`config.mk`:
```
export PLATFORM = sky130hd
export DESIGN_NAME = rx_en_capture_xxpad
export DESIGN_NICKNAME = d
export VERILOG_FILES = /design/src/rtl/rx_xxpad_pkg.sv /design/src/rtl/rx_en_capture_xxpad_pair_capture.sv /design/src/rtl/rx_en_capture_xxpad.sv
export SDC_FILE = /design/constraint.sdc
export NUM_CORES = 1
export LEC_CHECK = 0
export CAP_MARGIN = 20
export CORE_UTILIZATION = 40
export CTS_CLUSTER_SIZE = 24
export DETAILED_ROUTE_END_ITERATION = 8
export PLACE_DENSITY = 0.75
export SLEW_MARGIN = 20
export SYNTH_ARGS = -nofsm -noshare
export SYNTH_HDL_FRONTEND = slang
export SYNTH_SLANG_ARGS = --single-unit
```
`constraint.sdc`:
```
create_clock -name clk -period 2.2 [get_ports clk]
set_clock_uncertainty 0.2 [all_clocks]
set_input_delay 0.55 -clock clk [delete_from_list [all_inputs] [get_ports clk]]
set_output_delay 0.55 -clock clk [all_outputs]
set_load 0.03 [all_outputs]
```
`src/rtl/rx_xxpad_pkg.sv`:
```
// Shared types for the AIB pad RX enable/capture logic: FSM states, pair phase
// and the pad operating-mode encoding also used by the TX enable logic.
package rx_xxpad_pkg;

    typedef enum logic [1:0] {
        ST_OFF    = 2'd0,
        ST_WARMUP = 2'd1,
        ST_ACTIVE = 2'd2
    } rx_state_t;

    typedef enum logic {
        PH_EVEN = 1'b0,
        PH_ODD  = 1'b1
    } rx_phase_t;

    typedef enum logic [2:0] {
        MODE_IDLE  = 3'd0,
        MODE_STRAP = 3'd1,
        MODE_NOPWR = 3'd2,
        MODE_ASYNC = 3'd3,
        MODE_SYNC  = 3'd4
    } pad_mode_t;

    // Strap beats power-good, which beats async, which beats the sync enable.
    function automatic pad_mode_t decode_mode(input logic rst_strap, input logic pg,
                                              input logic async_en, input logic en);
        if (rst_strap)     return MODE_STRAP;
        else if (!pg)      return MODE_NOPWR;
        else if (async_en) return MODE_ASYNC;
        else if (en)       return MODE_SYNC;
        else               return MODE_IDLE;
    endfunction

endpackage

```
`src/rtl/rx_en_capture_xxpad_pair_capture.sv`:
```
// Pad sample register with SDR duplication or DDR even/odd pairing and a
// one-cycle valid strobe; any break in cap_en discards a partial pair.
module rx_ddr_pair_capture
    import rx_xxpad_pkg::*;
(
    input  logic clk,
    input  logic rst_n,
    input  logic cap_en,
    input  logic clr,
    input  logic sdr_mode,
    input  logic pad_data,
    output logic data_even,
    output logic data_odd,
    output logic data_vld
);

    rx_phase_t phase_q;
    logic      pend_q;
    logic      samp_q;
    logic      even_stg_q;

    always_ff @(posedge clk or negedge rst_n) begin
        if (!rst_n) begin
            phase_q   <= PH_EVEN;
            pend_q    <= 1'b0;
            data_vld  <= 1'b0;
            data_even <= 1'b0;
            data_odd  <= 1'b0;
        end else if (clr) begin
            phase_q   <= PH_EVEN;
            pend_q    <= 1'b0;
            data_vld  <= 1'b0;
            data_even <= 1'b0;
            data_odd  <= 1'b0;
        end else if (!cap_en) begin
            phase_q  <= PH_EVEN;
            pend_q   <= 1'b0;
            data_vld <= 1'b0;
        end else if (sdr_mode) begin
            phase_q  <= PH_EVEN;
            pend_q   <= 1'b1;
            data_vld <= pend_q;
            if (pend_q) begin
                data_even <= samp_q;
                data_odd  <= samp_q;
            end
        end else if (phase_q == PH_EVEN) begin
            // A completed pair is presented on the same edge the next even bit lands.
            phase_q  <= PH_ODD;
            pend_q   <= 1'b0;
            data_vld <= pend_q;
            if (pend_q) begin
                data_even <= even_stg_q;
                data_odd  <= samp_q;
            end
        end else begin
            phase_q  <= PH_EVEN;
            pend_q   <= 1'b1;
            data_vld <= 1'b0;
        end
    end

    always_ff @(posedge clk) begin
        if (cap_en) begin
            samp_q <= pad_data;
            if (!sdr_mode && phase_q == PH_ODD) begin
                even_stg_q <= samp_q;
            end
        end
    end

endmodule

```
`src/rtl/rx_en_capture_xxpad.sv`:
```
// RX-side pad enable logic: buffer and weak-pull enables, warm-up FSM, gated
// async bypass, and SDR/DDR capture through rx_ddr_pair_capture.
module rx_en_capture_xxpad
    import rx_xxpad_pkg::*;
#(
    parameter int WARMUP_CYC = 8,
    parameter int CNT_W      = 8
) (
    input  logic clk,
    input  logic rst_n,
    input  logic pad_data,
    input  logic pwrgoodrx,
    input  logic pwrgood,
    input  logic rst_strap,
    input  logic rx_en,
    input  logic rx_async_en,
    input  logic sdr_mode_en,
    input  logic gen1_en,
    input  logic wk_pu_en,
    input  logic wk_pd_en,
    output logic rx_buf_en_gen1,
    output logic rx_buf_en_gen2,
    output logic wkpu_en,
    output logic wkpd_en,
    output logic rx_async_data,
    output logic rx_data_even,
    output logic rx_data_odd,
    output logic rx_data_vld,
    output logic rx_ready
);

    localparam logic [CNT_W-1:0] WARM_LAST = (WARMUP_CYC == 0) ? '0 : CNT_W'(WARMUP_CYC - 1);

    pad_mode_t        mode;
    rx_state_t        state_q, state_d;
    logic [CNT_W-1:0] cnt_q, cnt_d;
    logic             pg, wk;
    logic             sdr_q, gen1_q, mode_chg, warm_done;
    logic             async_active_q, sel_gen1, cap_en;

    assign pg        = pwrgoodrx & pwrgood;
    assign wk        = wk_pu_en ^ wk_pd_en;
    assign mode      = decode_mode(rst_strap, pg, rx_async_en, rx_en);
    assign mode_chg  = (sdr_mode_en != sdr_q) || (gen1_en != gen1_q);
    assign warm_done = (WARMUP_CYC == 0) || (cnt_q == WARM_LAST);
    assign sel_gen1  = gen1_en | sdr_mode_en;

    always_comb begin
        state_d = state_q;
        cnt_d   = cnt_q;
        if (mode != MODE_SYNC) begin
            state_d = ST_OFF;
            cnt_d   = '0;
        end else begin
            case (state_q)
                ST_OFF: begin
                    state_d = ST_WARMUP;
                    cnt_d   = '0;
                end
                ST_WARMUP: begin
                    if (mode_chg) begin
                        cnt_d = '0;
                    end else if (warm_done) begin
                        state_d = ST_ACTIVE;
                        cnt_d   = '0;
                    end else begin
                        cnt_d = cnt_q + 1'b1;
                    end
                end
                ST_ACTIVE: begin
                    if (mode_chg) begin
                        state_d = ST_WARMUP;
                        cnt_d   = '0;
                    end
                end
                default: begin
                    state_d = ST_OFF;
                    cnt_d   = '0;
                end
            endcase
        end
    end

    always_ff @(posedge clk or negedge rst_n) begin
        if (!rst_n) begin
            state_q        <= ST_OFF;
            cnt_q          <= '0;
            sdr_q          <= 1'b0;
            gen1_q         <= 1'b0;
            rx_buf_en_gen1 <= 1'b0;
            rx_buf_en_gen2 <= 1'b0;
            wkpu_en        <= 1'b0;
            wkpd_en        <= 1'b0;
            async_active_q <= 1'b0;
        end else begin
            state_q        <= state_d;
            cnt_q          <= cnt_d;
            sdr_q          <= sdr_mode_en;
            gen1_q         <= gen1_en;
            async_active_q <= (mode == MODE_ASYNC);
            // Strap forces a pull-down; otherwise pulls follow a single unambiguous request.
            wkpu_en <= (mode != MODE_STRAP) && (mode != MODE_NOPWR) && wk && wk_pu_en;
            wkpd_en <= (mode == MODE_STRAP) ||
                       ((mode != MODE_NOPWR) && wk && wk_pd_en);
            if (mode == MODE_ASYNC) begin
                rx_buf_en_gen1 <= 1'b1;
                rx_buf_en_gen2 <= 1'b0;
            end else if (state_d != ST_OFF) begin
                rx_buf_en_gen1 <= sel_gen1;
                rx_buf_en_gen2 <= ~sel_gen1;
            end else begin
                rx_buf_en_gen1 <= 1'b0;
                rx_buf_en_gen2 <= 1'b0;
            end
        end
    end

    assign rx_ready      = (state_q == ST_ACTIVE);
    assign rx_async_data = pad_data & async_active_q;
    assign cap_en        = (state_q == ST_ACTIVE) && (state_d == ST_ACTIVE);

    rx_ddr_pair_capture u_pair (
        .clk       (clk),
        .rst_n     (rst_n),
        .cap_en    (cap_en),
        .clr       (!pg),
        .sdr_mode  (sdr_mode_en),
        .pad_data  (pad_data),
        .data_even (rx_data_even),
        .data_odd  (rx_data_odd),
        .data_vld  (rx_data_vld)
    );

endmodule

```
==> results of run 1 <==
-- Yosys cell counts (3+ instances only) --
| cell | n | area share |
|---|---|---|
| dfrtp_1 | 22 | 0.49 |
| nand4_1 | 4 | 0.022 |
| nand2b_1 | 3 | 0.017 |
| and2_1 | 3 | 0.017 |
| or3_1 | 3 | 0.017 |
| nand3_1 | 4 | 0.018 |
| o21ai_0 | 5 | 0.022 |
| inv_1 | 3 | 0.010 |
| a21oi_1 | 7 | 0.031 |
| mux2i_1 | 3 | 0.027 |
| nand2_1 | 3 | 0.010 |
| nor2_1 | 13 | 0.044 |
| nor3_1 | 5 | 0.022 |
-- logic make-up (layout without fill, tap and decap cells) --
group                    after synthesis  after routing
AND/OR/NAND/NOR                       48             48
flip-flops                            24             24
AO/OA/AOI/OAI                         21             21
buffers and inverters                  5             42
XOR/XNOR                               3              3
multiplexers                           3              3
adder cells (fa/ha/maj)                1              1
-- cell type report --
class	instances	share of cell area
timing repair buffer	35	0.2079
inverter	3	0.007608
tap	30	0.02536
sequential	24	0.4125
clock buffer	4	0.02451
multi-input combinational	76	0.3221
-- through the flow --
stage	utilization	setup slack [ns]
2_1_floorplan	-	0.2751
3_3_place_gp	0.5674	-0.1597
3_5_place_dp	0.5674	-0.2246
4_1_cts	0.5816	0.05463
5_1_grt	0.5816	0.01195
6_report	0.5816	0.06766
-- worst paths after layout --
path / from / endpoint / slack, ns / cells past startpoint
worst max-delay path: u_pair.data_even / rx_data_even / 0.07 / 1
worst min-delay path: u_pair.phase_q / u_pair.phase_q / 0.28 / 1
worst max register to register: cnt_q[0] / cnt_q[5] / 0.42 / 5
worst min register to register: u_pair.phase_q / u_pair.phase_q / 0.28 / 1
max in group asynchronous: rst_n / cnt_q[4] / 1.23 / 2
min in group asynchronous: rst_n / cnt_q[0] / 0.35 / 2
-- report_power, final --
part           internal, mW  leakage, nW  total [mW]  switching, mW
Combinational        0.0456        0.311      0.0844         0.0389
Clock                 0.101       0.0210       0.239          0.137
Sequential            0.451        0.317       0.453        0.00208
-- metal layers --
metal | vias to the layer above | track usage
li1 | 457 | -
met1 | 456 | 0.2277
met2 | 21 | 0.3213
met3 | 8 | 0.02500
met4 | 0 | 0.1410
met5 | - | 0
==> results.cfg, run 1 <==
[run_status]
status = completed

[global_route]
first_global_vias = 919
grt_overflow = 0
grt_pass1_wl_um = 3960
grt_max_degree = 23
grt_usage = 0.1940
antenna_found_initial = 0

[finish]
area_delta_synth_final_pct = 32.92
diodes = 0
finalNonFillerCells = 172
mostFrequentLayoutCell = dfrtp_1
num-fill-cells = 230
nets = 156
register_area_um2 = 610.6
reg_top3 = cnt_q x8, state_q x2
largest_reg_flops = 8
multiInputGateArea_um2 = 476.7
drive_gt1_frac = 0.1761
postLayoutCellArea_um2 = 1480
largest_register = cnt_q
final_cell_mix = 22 x dfrtp_1, 18 x clkdlybuf4s50_1, 17 x buf_4

[critical_path]
crit_arrival_ns = 1.38
start_kind = flop
critical_path_buf_inv_count = 1
critPathTopFamily = buffers and inverters
crit_type = reg2out
cpPeakStageDelay_ns = 0.68
worstPathRequired_ns = 1.45
cp_max_fo = 2
cp_cell_sequence = clkdlybuf4s50_1
cp-end-kind = output port
crit_path_top_delay_cell = clkdlybuf4s50_1

[synthesis]
synthCells = 105
synth_ff_type = dfrtp_1
ys_warn_count = 0
yosys_register_bits = 24
muxShareOfSynthArea = 0.02697
synth_compound_area_frac = 0.1169
syn_area_um2 = 1114
synth-adder-area-share = 0.01124
synthArstFlopShare = 0.9167
avgSynthCellArea_um2 = 10.61
synth_edf_count = 2
synthXorXnorAreaFrac = 0.03034
syn_nets = 118
synth_top_family_by_area = simple AND/OR/NAND/NOR gates
synthDistinctLibCells = 35
ys_seq_area_frac = 0.5483
synth-simple-area-share = 0.2427

[timing]
setup-tns-final_ns = 0
period_share = 0.9692
grt_setup_unrepaired = false
slew_viol_final = 0
setup_viol = 0
period_minus_slack_ns = 2.132
max_freq_mhz = 469.0
hold_violations = 0
worst_pin_slew_ns = 0.3674
relSlewSlack = 0.7540
hold_slack_ns = 0.2837

[route]
highest_layer = met4
wire_per_inst_um = 13.92
dr_wl_met2_um = 1195
remaining_drc_errors = 0
drtAntennaViolNets = 0
m1WireLength_um = 1066
routed-wl-met3_um = 50
dr.pass1.iters = 4
drtIter0Drc = 14
via_count = 942
drt-total-wl_um = 2394
avgViaCountPerCell = 5.477

[clock_tree]
cts_inserted_buffers = 3
cts_resized = 0
cts_tree = done
hold_buffers = 0
clk_latency_ns = 0.32
root_buffer = clkbuf_4
ctsLongestPathBuffers = 2
cts_max_level = 1
post_cts_buffers = 0
cts.clk_slew.worst_paths_ns = 0.13
clock_sinks = 24

[power]
p_leak_nw = 0.6496
power_density_nw_per_um2 = 524.1
finalPower_mw = 0.7758
peakVddDrop_uv = 364.7

[die]
start_util = 0.4376
die-width_um = 54.76
ios = 21
coreArea_um2 = 2545
num_rows = 18
fp.dieArea_um2 = 2999
die_y_um = 54.76

[flow_run]
max_cap_violations = 0

[worst_hold_path]
hp-class = reg2reg

[placement]
hpwl_um = 1858
dpl_cell_area_um2 = 1444
dp_cells = 168
portBuffers = 20
gp_congestion = 0.7647
No activity file was read; power rests on OpenSTA's default activity.
==> run 2: changes to the inputs <==
Clock period 2.2 ns to 2.7 ns, I/O delays scaled along.
==> results.cfg, run 2 (synthesis gave the netlist of run 1 again) <==
[die]
num_rows = 18
die_y_um = 54.76
coreArea_um2 = 2545
fp.dieArea_um2 = 2999
ios = 21
die-width_um = 54.76
start_util = 0.4376

[worst_hold_path]
min_path_cells = 1
min_to = u_pair.phase_q
hp-class = reg2reg
hp-start = u_pair.phase_q

[finish]
drive_gt1_frac = 0.1259
nets = 149
area_delta_synth_final_pct = 29.89
final_cell_mix = 22 x dfrtp_1, 19 x clkdlybuf4s50_1, 13 x nor2_1
mostFrequentLayoutCell = dfrtp_1
largest_reg_flops = 8
largest_register = cnt_q
register_area_um2 = 610.6
num-fill-cells = 222
diodes = 0
multiInputGateArea_um2 = 476.7
reg_top3 = cnt_q x8, state_q x2

[timing]
setup_viol = 0
max_freq_mhz = 385.5
hold_violations = 0
relSlewSlack = 0.7609
slew_viol_final = 0
period_minus_slack_ns = 2.594
period_share = 0.9607
hold_slack_ns = 0.2720
worst_pin_slew_ns = 0.3570
grt_setup_unrepaired = false
setup-tns-final_ns = 0

[flow_run]
max_cap_violations = 0

[route]
via_count = 901
avgViaCountPerCell = 5.461
drt-total-wl_um = 2268
remaining_drc_errors = 0
wire_per_inst_um = 13.75
dr.pass1.iters = 4
drtAntennaViolNets = 0
drtIter0Drc = 17

[clock_tree]
cts_max_level = 1
post_cts_buffers = 0
hold_buffers = 0
clk_latency_ns = 0.33
ctsLongestPathBuffers = 2
cts_inserted_buffers = 3
cts_tree = done
root_buffer = clkbuf_4
cts_resized = 0
cts.clk_slew.worst_paths_ns = 0.14
clock_sinks = 24

[global_route]
antenna_found_initial = 0
grt_pass1_wl_um = 3801
first_global_vias = 840
grt_usage = 0.1840
grt_max_degree = 23
grt_overflow = 0

[critical_path]
cp_max_fo = 5
worstPathRequired_ns = 1.82
cp-end-kind = output port
ff2ff_path_depth = 5
r2r_slack_ns = 0.93
crit_type = reg2out
crit_path_top_delay_cell = clkdlybuf4s50_1
crit_arrival_ns = 1.72
cpPeakStageDelay_ns = 0.66
r2r-end = cnt_q[7]
cp_cell_sequence = nand2b_1 -> inv_1 -> clkdlybuf4s50_1
start_kind = flop
timing.rr.start = cnt_q[0]

[power]
peakVddDrop_uv = 325.8
power_density_nw_per_um2 = 480.3
p_leak_nw = 0.6235

[placement]
hpwl_um = 1714
portBuffers = 20
gp_congestion = 0.7744

[run_status]
status = completed
==> run 2: where the power goes <==
part / internal, mW / switching, mW / total, mW
registers: 0.367 / 0.00172 / 0.369
clock network: 0.150 / 0.114 / 0.264
logic: 0.0320 / 0.0300 / 0.0620
total: 0.549 / 0.145 / 0.695
==> run 2: per-stage QoR <==
stage / std cells / utilization / area, µm² / power (mW) / setup WS, ns
detailed placement: 161 / 0.5477 / 1394 / 0.4386 / 0.1366
global placement: 161 / 0.5477 / 1394 / 0.4370 / 0.1741
floorplan: 105 / - / 1114 / 0.3981 / 0.6501
CTS: 165 / 0.5683 / 1446 / 0.7032 / 0.08611
global route: 165 / 0.5683 / 1446 / 0.7226 / 0.01243
finish: 165 / 0.5683 / 1446 / 0.6948 / 0.1061
==> run 2: worst max path at each step <==
stage          slack (ns)         from  depth (start not counted)           endpoint
3_3_place_gp         0.17  rx_async_en                          5  u_pair.even_stg_q
2_1_floorplan        0.65  sdr_mode_en                          5  u_pair.even_stg_q
5_1_grt              0.01   state_q[0]                          3           rx_ready
3_5_place_dp         0.14  rx_async_en                          5  u_pair.even_stg_q
4_1_cts              0.09   state_q[0]                          3           rx_ready
6_report             0.11   state_q[0]                          3           rx_ready
==> run 2: cell type report <==
type / instances / area share
timing repair buffer: 28 / 0.1782
tap: 30 / 0.02595
multi-input combinational: 76 / 0.3296
sequential: 24 / 0.4221
inverter: 3 / 0.007785
clock buffer: 3 / 0.01557
clock inverter: 1 / 0.02076
==> run 2: metal layers <==
metal  share of wire  GRT usage
met5               0          0
met4           0.029     0.1325
met3           0.030    0.01944
met2            0.49     0.2892
met1            0.45     0.2322
==> run 2: worst max-delay path: cells and delay by family (launching register included) <==
kind          cells  cell delay [ns]
flops             1             0.44
simple gates      1             0.21
buf+inv           2             0.75
==> run 3: changes to the inputs <==
Settings changed: CTS_BUF_LIST set to sky130_fd_sc_hd__clkbuf_4 sky130_fd_sc_hd__clkbuf_8, MAX_ROUTING_LAYER set to met4.
==> results.cfg, run 3 (synthesis gave the netlist of run 1 again) <==
[run_status]
status = completed

[global_route]
first_global_vias = 844
antenna_found_initial = 0
grt_usage = 0.1887
grt_pass1_wl_um = 3781
grt_max_degree = 23
grt_overflow = 0

[die]
die_y_um = 54.76
fp.dieArea_um2 = 2999
die-width_um = 54.76
start_util = 0.4376
num_rows = 18
ios = 21
coreArea_um2 = 2545

[finish]
drive_gt1_frac = 0.1259
num-fill-cells = 222
mostFrequentLayoutCell = dfrtp_1
finalNonFillerCells = 165
final_cell_mix = 22 x dfrtp_1, 19 x clkdlybuf4s50_1, 13 x nor2_1
largest_register = cnt_q
postLayoutCellArea_um2 = 1446
diodes = 0
largest_reg_flops = 8
nets = 149
reg_top3 = cnt_q x8, state_q x2
area_delta_synth_final_pct = 29.89

[clock_tree]
clk_latency_ns = 0.33
cts_resized = 0
cts_inserted_buffers = 3
hold_buffers = 0
ctsLongestPathBuffers = 2
post_cts_buffers = 0
root_buffer = clkbuf_4
clock_sinks = 24
cts_max_level = 1
cts_tree = done
cts.clk_slew.worst_paths_ns = 0.14

[placement]
pre_cts_ws_ns = 0.1366
dp_cells = 161
portBuffers = 20
dpl_cell_area_um2 = 1394
hpwl_um = 1714
gp_congestion = 0.7850

[timing]
max_freq_mhz = 385.7
setup-tns-final_ns = 0
grt_setup_unrepaired = false
relSlewSlack = 0.7609
period_share = 0.9603
slew_viol_final = 0
worst_pin_slew_ns = 0.3570
finalWorstSetupSlack_ns = 0.1071
hold_violations = 0
hold_slack_ns = 0.2783
setup_viol = 0
period_minus_slack_ns = 2.593

[power]
peakVddDrop_uv = 326.1
p_leak_nw = 0.6235
power_density_nw_per_um2 = 480.3

[critical_path]
start_kind = flop
r2r_slack_ns = 0.93
crit_type = reg2out
ff2ff_path_depth = 5
r2r-end = cnt_q[5]
cp_max_fo = 5
worstPathRequired_ns = 1.82
timing.rr.start = cnt_q[0]
crit_arrival_ns = 1.72
cp-end-kind = output port

[flow_run]
max_cap_violations = 0

[route]
avgViaCountPerCell = 5.461
remaining_drc_errors = 0
via_count = 901
wire_per_inst_um = 13.80
drtIter0Drc = 17
dr.pass1.iters = 4
drt-total-wl_um = 2277
drtAntennaViolNets = 0

[worst_hold_path]
min_to = u_pair.phase_q
min_path_cells = 1
hp-class = reg2reg
hp-start = u_pair.phase_q
## run 3: power breakdown
| part | leakage (nW) | internal, mW | switching, mW | total, mW |
|---|---|---|---|---|
| sequential | 0.317 | 0.367 | 0.00172 | 0.369 |
| combinational | 0.278 | 0.0320 | 0.0301 | 0.0621 |
| clock | 0.0279 | 0.150 | 0.113 | 0.264 |
| total | 0.623 | 0.549 | 0.145 | 0.695 |
## run 3: stage by stage
stage	util	power, mW
after floorplan	-	0.3981
after global placement	0.5477	0.4370
after detailed placement	0.5477	0.4386
after CTS	0.5683	0.7032
after global routing	0.5683	0.7226
final	0.5683	0.6946
## run 3: layer usage
| metal | wire length (µm) | track usage | up-vias | share of wire |
|---|---|---|---|---|
| met4 | 66 | 0.1325 | 0 | 0.029 |
| li1 | - | - | 440 | - |
| met2 | 1122 | 0.2892 | 19 | 0.49 |
| met1 | 1020 | 0.2305 | 437 | 0.45 |
| met5 | 0 | - | - | 0 |
| met3 | 68 | 0.01944 | 5 | 0.030 |
## run 3: worst max-delay path by stage
stage                     start                 to  slack [ns]  cells after the start
finish               state_q[0]           rx_ready        0.11                      3
detailed placement  rx_async_en  u_pair.even_stg_q        0.14                      5
CTS                  state_q[0]           rx_ready        0.09                      3
floorplan           sdr_mode_en  u_pair.even_stg_q        0.65                      5
global placement    rx_async_en  u_pair.even_stg_q        0.17                      5
global route         state_q[0]           rx_ready        0.01                      3
## run 3: worst max-delay path: stages (launching register included)
cell and delay [ns]:
dfrtp_1 0.44, nand2b_1 0.21, inv_1 0.09, clkdlybuf4s50_1 0.66
## run 3: final cells by class
| cell class | count | area (µm²) | share of cell area |
|---|---|---|---|
| sequential | 24 | 610.6 | 0.4221 |
| clock buffer | 3 | 22.52 | 0.01557 |
| multi-input combinational | 76 | 476.7 | 0.3296 |
| clock inverter | 1 | 30.03 | 0.02076 |
| timing repair buffer | 28 | 257.7 | 0.1782 |
| tap | 30 | 37.54 | 0.02595 |
| inverter | 3 | 11.26 | 0.007785 |
